### src/rtl/dds_wave_gen.sv
// DDS waveform generator: phase accumulator with wrap-deferred tuning word updates,
// quarter-wave sine LUT plus triangle/saw/square, power-of-two attenuation about midscale.
module dds_wave_gen #(
  parameter int PHASE_W    = 24,
  parameter int LUT_ADDR_W = 9,
  parameter int OUT_W      = 9
) (
  input  logic               clk,
  input  logic               rst_n,
  input  logic               en,
  input  logic [PHASE_W-1:0] ftw,
  input  logic               ftw_load,
  output logic               ftw_pending,
  input  logic               phase_clr,
  input  logic [1:0]         mode,
  input  logic [1:0]         amp_shift,
  output logic [OUT_W-1:0]   val,
  output logic               val_valid,
  output logic               wrap
);

  localparam int STAGES = 2;
  localparam int QN     = 1 << (LUT_ADDR_W - 2);
  localparam int AMP    = (1 << (OUT_W - 1)) - 1;
  localparam logic [OUT_W:0]        MID = (OUT_W + 1)'(1 << (OUT_W - 1));
  localparam logic [LUT_ADDR_W-2:0] QTR = (LUT_ADDR_W - 1)'(QN);

  // Quarter-wave table, entries 0..N/4 inclusive so the peak is stored exactly.
  logic [OUT_W-2:0] lut [0:QN];
  for (genvar j = 0; j <= QN; j++) begin : g_lut
    localparam int QV = int'(real'(AMP) * $sin(6.283185307179586 * real'(j) / real'(4 * QN)));
    assign lut[j] = (OUT_W - 1)'(QV);
  end

  // ---------------- stage 0: accumulator and tuning word ----------------
  logic [PHASE_W-1:0] phase, ftw_act, pend;
  logic [PHASE_W:0]   sum;
  logic               carry, apply;

  always_comb begin
    sum   = {1'b0, phase} + {1'b0, ftw_act};
    carry = en & ~phase_clr & sum[PHASE_W];
    // Safe moments to swap words: at the wrap, or whenever the phase is not advancing.
    apply = carry | ~en | phase_clr | (ftw_act == '0);
  end

  always_ff @(posedge clk or negedge rst_n) begin
    if (!rst_n) begin
      phase       <= '0;
      ftw_act     <= '0;
      pend        <= '0;
      ftw_pending <= 1'b0;
      wrap        <= 1'b0;
    end else begin
      if (phase_clr)  phase <= '0;
      else if (en)    phase <= sum[PHASE_W-1:0];
      wrap <= carry;
      if (ftw_load) begin
        if (apply) begin
          ftw_act     <= ftw;
          ftw_pending <= 1'b0;
        end else begin
          pend        <= ftw;
          ftw_pending <= 1'b1;
        end
      end else if (apply && ftw_pending) begin
        ftw_act     <= pend;
        ftw_pending <= 1'b0;
      end
    end
  end

  // ---------------- stage 1: LUT read, phase bits pipelined ----------------
  logic [LUT_ADDR_W-1:0] k;
  logic [LUT_ADDR_W-2:0] i_ext, idx;
  logic [OUT_W-2:0]      lut_q;
  logic                  neg_r;
  logic [1:0]            mode_r, amp_r;
  logic [OUT_W:0]        top_r;

  always_comb begin
    k     = phase[PHASE_W-1 -: LUT_ADDR_W];
    i_ext = {1'b0, k[LUT_ADDR_W-3:0]};
    idx   = k[LUT_ADDR_W-2] ? (QTR - i_ext) : i_ext;
  end

  always_ff @(posedge clk or negedge rst_n) begin
    if (!rst_n) begin
      lut_q  <= '0;
      neg_r  <= 1'b0;
      mode_r <= '0;
      amp_r  <= '0;
      top_r  <= '0;
    end else begin
      lut_q  <= lut[idx];
      neg_r  <= k[LUT_ADDR_W-1];
      mode_r <= mode;
      amp_r  <= amp_shift;
      top_r  <= phase[PHASE_W-1 -: OUT_W+1];
    end
  end

  // ---------------- stage 2: waveform select and attenuation ----------------
  logic [OUT_W-1:0]        x;
  logic signed [OUT_W:0]   dev, att;
  logic [OUT_W:0]          res;
  logic [STAGES:1]         vld_pipe;

  always_comb begin
    unique case (mode_r)
      2'b00:   x = neg_r ? (MID[OUT_W-1:0] - {1'b0, lut_q}) : (MID[OUT_W-1:0] + {1'b0, lut_q});
      2'b01:   x = top_r[OUT_W] ? ~top_r[OUT_W-1:0] : top_r[OUT_W-1:0];
      2'b10:   x = top_r[OUT_W:1];
      default: x = top_r[OUT_W] ? '0 : '1;
    endcase
    dev = signed'({1'b0, x} - MID);
    att = dev >>> amp_r;
    res = MID + unsigned'(att);
  end

  always_ff @(posedge clk or negedge rst_n) begin
    if (!rst_n) begin
      val      <= MID[OUT_W-1:0];
      vld_pipe <= '0;
    end else begin
      val      <= res[OUT_W-1:0];
      vld_pipe <= {vld_pipe[STAGES-1:1], en};
    end
  end

  assign val_valid = vld_pipe[STAGES];

endmodule

### config.mk
export PLATFORM = sky130hd
export DESIGN_NAME = dds_wave_gen
export DESIGN_NICKNAME = d
export VERILOG_FILES = /design/src/rtl/dds_wave_gen.sv
export SDC_FILE = /design/constraint.sdc
export NUM_CORES = 1
export LEC_CHECK = 0
export CAP_MARGIN = 20
export CORE_UTILIZATION = 44
export DETAILED_ROUTE_END_ITERATION = 16
export PLACE_DENSITY = 0.72
export REMOVE_ABC_BUFFERS = 1
export SETUP_SLACK_MARGIN = 0.05
export SLEW_MARGIN = 20
export SYNTH_ARGS = -nofsm -noshare
export SYNTH_HDL_FRONTEND = slang
export SYNTH_SLANG_ARGS = --single-unit
### constraint.sdc
create_clock -name clk -period 5.9 [get_ports clk]
set_clock_uncertainty 0.2 [all_clocks]
set_input_delay 1.18 -clock clk [delete_from_list [all_inputs] [get_ports clk]]
set_output_delay 1.18 -clock clk [all_outputs]
set_load 0.01 [all_outputs]
==> impl_metrics.py <==
metrics = {
    "placed_design": {
        "gp_congestion": 0.8790,
        "dp_hpwl_um": 12050,
        "placed_area_um2": 8050,
        "port_buffers": 44,
    },
    "routing": {
        "vias": 5976,
        "drc": 0,
        "routed_wl_um": 17370,
        "drt_iter0_markers": 463,
        "ant_nets": 0,
        "via_per_inst": 5.876,
        "avgRoutedWirePerCell_um": 17.08,
        "dr.pass1.iters": 5,
    },
    "sta": {
        "post-route-min-period_ps": 3772,
        "finalHoldWorstSlack_ps": 150.5,
        "tightest_slew_ps": 1108,
        "fin_crit_sh_pct": 63.93,
        "drv_slew": 0,
        "fin_setup_tns_ps": 0,
        "relSlewSlack_pct": 25.91,
        "setup_viol": 0,
        "hold_viol_final": 0,
        "timing.fmax_mhz": 265.1,
        "rsz0062_at_grt": "no",
    },
    "global_route": {
        "grt_pass1_wl_um": 29200,
        "grt_max_degree": 78,
        "grt_pass1_vias": 5827,
        "grt_overflow": 0,
        "antenna_found_initial": 0,
        "grt_usage_pct": 20.44,
    },
    "floorplanning": {
        "die_area_um2": 17610,
        "std_cell_rows": 47,
        "die_w_um": 132.7,
        "ios": 45,
        "core_area_um2": 16640,
        "start_util_pct": 45.15,
        "die_h_um": 132.7,
    },
    "clocking": {
        "cts-root-buf": "clkbuf_16",
        "cts_made_buffers": 9,
        "clk_pin_slew_worst_paths_ps": 70,
        "cts_hold_buf": 0,
        "cts_max_level": 3,
        "post_cts_buffers": 0,
        "clock-sinks": 107,
        "clk-insertion-delay-late_ps": 350,
        "cts_max_path_buffers": 2,
        "post_cts_resized": 0,
        "cts_tree": "yes",
    },
    "final_layout": {
        "fillers": 1537,
        "final_cell_area_um2": 8362,
        "area_growth_pct": 11.27,
        "diodes": 0,
        "utilization_pct": 50.24,
        "final_nets": 861,
        "drive_gt1_share_pct": 15.43,
        "layout_commonest_cell": "dfrtp_1",
        "mostFrequentLayoutCells": "dfrtp_1, nor2_1, nand2_1",
    },
    "critical_path": {
        "cp_cell_sequence": "o21ai_1 > ha_1 > xnor2_1 > a31o_2 > a2111o_1 > a32oi_1 > o211ai_1 > and3_1 > o21ai_0",
        "critPathMaxFanout": 21,
        "crit_path_end_kind": "register",
        "required_ps": 5970,
        "critPathBufInv": 0,
        "cp.arrival_ps": 3840,
        "slowest_stage": "o21ai_1",
        "slowest_delay_ps": 800,
        "worstSetupStartpointType": "register",
        "setup.worst_path.class": "register to register",
        "critPathTopFamily": "compound AO/OA/AOI/OAI gates",
    },
    "yosys": {
        "yosysUniqueCellTypes": 88,
        "yosys_warnings": 0,
        "synthArstFlopShare_pct": 100.0,
        "synth-seq-cells": 107,
        "syn-instance-count": 776,
        "synth-main-ff-cell": "dfrtp_1",
        "ys_seq_area_share_pct": 35.65,
        "avgSynthCellArea_um2": 9.684,
        "synth.cell_area_um2": 7515,
        "synth-edff-count": 0,
    },
    "worst_hold_path": {
        "hold_class": "register to register",
    },
    "run": {
        "drv_cap": 0,
    },
    "power": {
        "ir_drop_mv": 0.2562,
        "power_density_nw_per_um2": 588.6,
        "cellLeakagePower_nw": 3.518,
    },
    "outcome": {
        "status": "complete, no violations",
    },
}
[registers in the layout, indices dropped and copies added, names as in the netlist]
name / count
ftw_act: 24
val: 9
ftw_pending: 1
neg_r: 1
top_r: 9
pend: 24
mode_r: 2
wrap: 1
lut_q: 8
phase: 24
vld_pipe: 2
amp_r: 2
[logic make-up (layout without fill, tap and decap cells)]
group	after synthesis	after routing	synth area share, %
and+or+nand+nor	202	202	12.87
buffers and inverters	70	91	4.562
DFF	107	107	35.65
AOI/OAI and AO/OA	227	227	21.16
adders and majority gates	37	37	6.227
muxes	92	92	14.75
xor gates and xnor gates	41	41	4.779
[Yosys cell counts (7+ instances only)]
master      n  area (um^2)
dfrtp_1   106         2653
nor2_1     66        247.7
nand2_1    56        210.2
mux2_2     50        563.0
a21oi_1    46        230.2
o21ai_0    46        230.2
ha_1       35        437.9
clkbuf_1   28        105.1
xnor2_1    26        227.7
mux2_4     20        300.3
mux2i_1    20        200.2
inv_1      19        71.32
xor2_1     15        131.4
a211oi_1   14        105.1
a21o_1     13        97.59
nand3_1    13        65.06
nand2b_1   12        75.07
o211ai_1   11        82.58
a31oi_1     8        50.05
buf_2       8        40.04
nor2b_1     8        50.05
nor3_1      8        40.04
nor4_1      7        43.79
[power breakdown]
part | switching [W] | internal, W | leakage, nW | total [W]
Combinational | 0.00160 | 0.00132 | 2.06 | 0.00292
Sequential | 0.000320 | 0.00106 | 1.31 | 0.00138
Clock | 0.000272 | 0.000353 | 0.148 | 0.000625
[metal layers]
metal  GRT usage, %  vias to the layer above  wire length [um]
met1          27.19                     2898              7907
li1               -                     2903                 -
met2          34.15                      148              8547
met5              0                        -                 0
met3          2.912                       27               617
met4          6.705                        0               294
[per-stage QoR]
step	setup slack, ps	total power, W	std cells
after floorplan	2106	0.003491	726
after global placement	2148	0.004200	1001
after detailed placement	2134	0.004254	1001
after global routing	1869	0.005320	1017
final	2128	0.004922	1017
after CTS	2169	0.004902	1017
[final cells by class]
type | instances | area (um^2) | area share (%)
Timing Repair Buffer | 55 | 520.5 | 6.225
Clock buffer | 11 | 252.7 | 3.023
Inverter | 20 | 75.07 | 0.8978
Sequential cell | 107 | 2679 | 32.04
Multi-Input combinational cell | 599 | 4501 | 53.82
Tap cell | 220 | 275.3 | 3.292
Clock inverter | 5 | 58.81 | 0.7033
[path summary, 6_finish.rpt]
check                       startpoint           to  slack (ps)  depth (start not counted)
hold / removal             vld_pipe[1]  vld_pipe[2]         150                          0
setup reg to reg             phase[22]     lut_q[2]        2130                          9
min in group asynchronous        rst_n       val[6]         780                          1
max in group asynchronous        rst_n  ftw_act[16]        3750                          2
hold reg to reg            vld_pipe[1]  vld_pipe[2]         150                          0
setup / recovery             phase[22]     lut_q[2]        2130                          9
(Power assumes the default switching activity.)
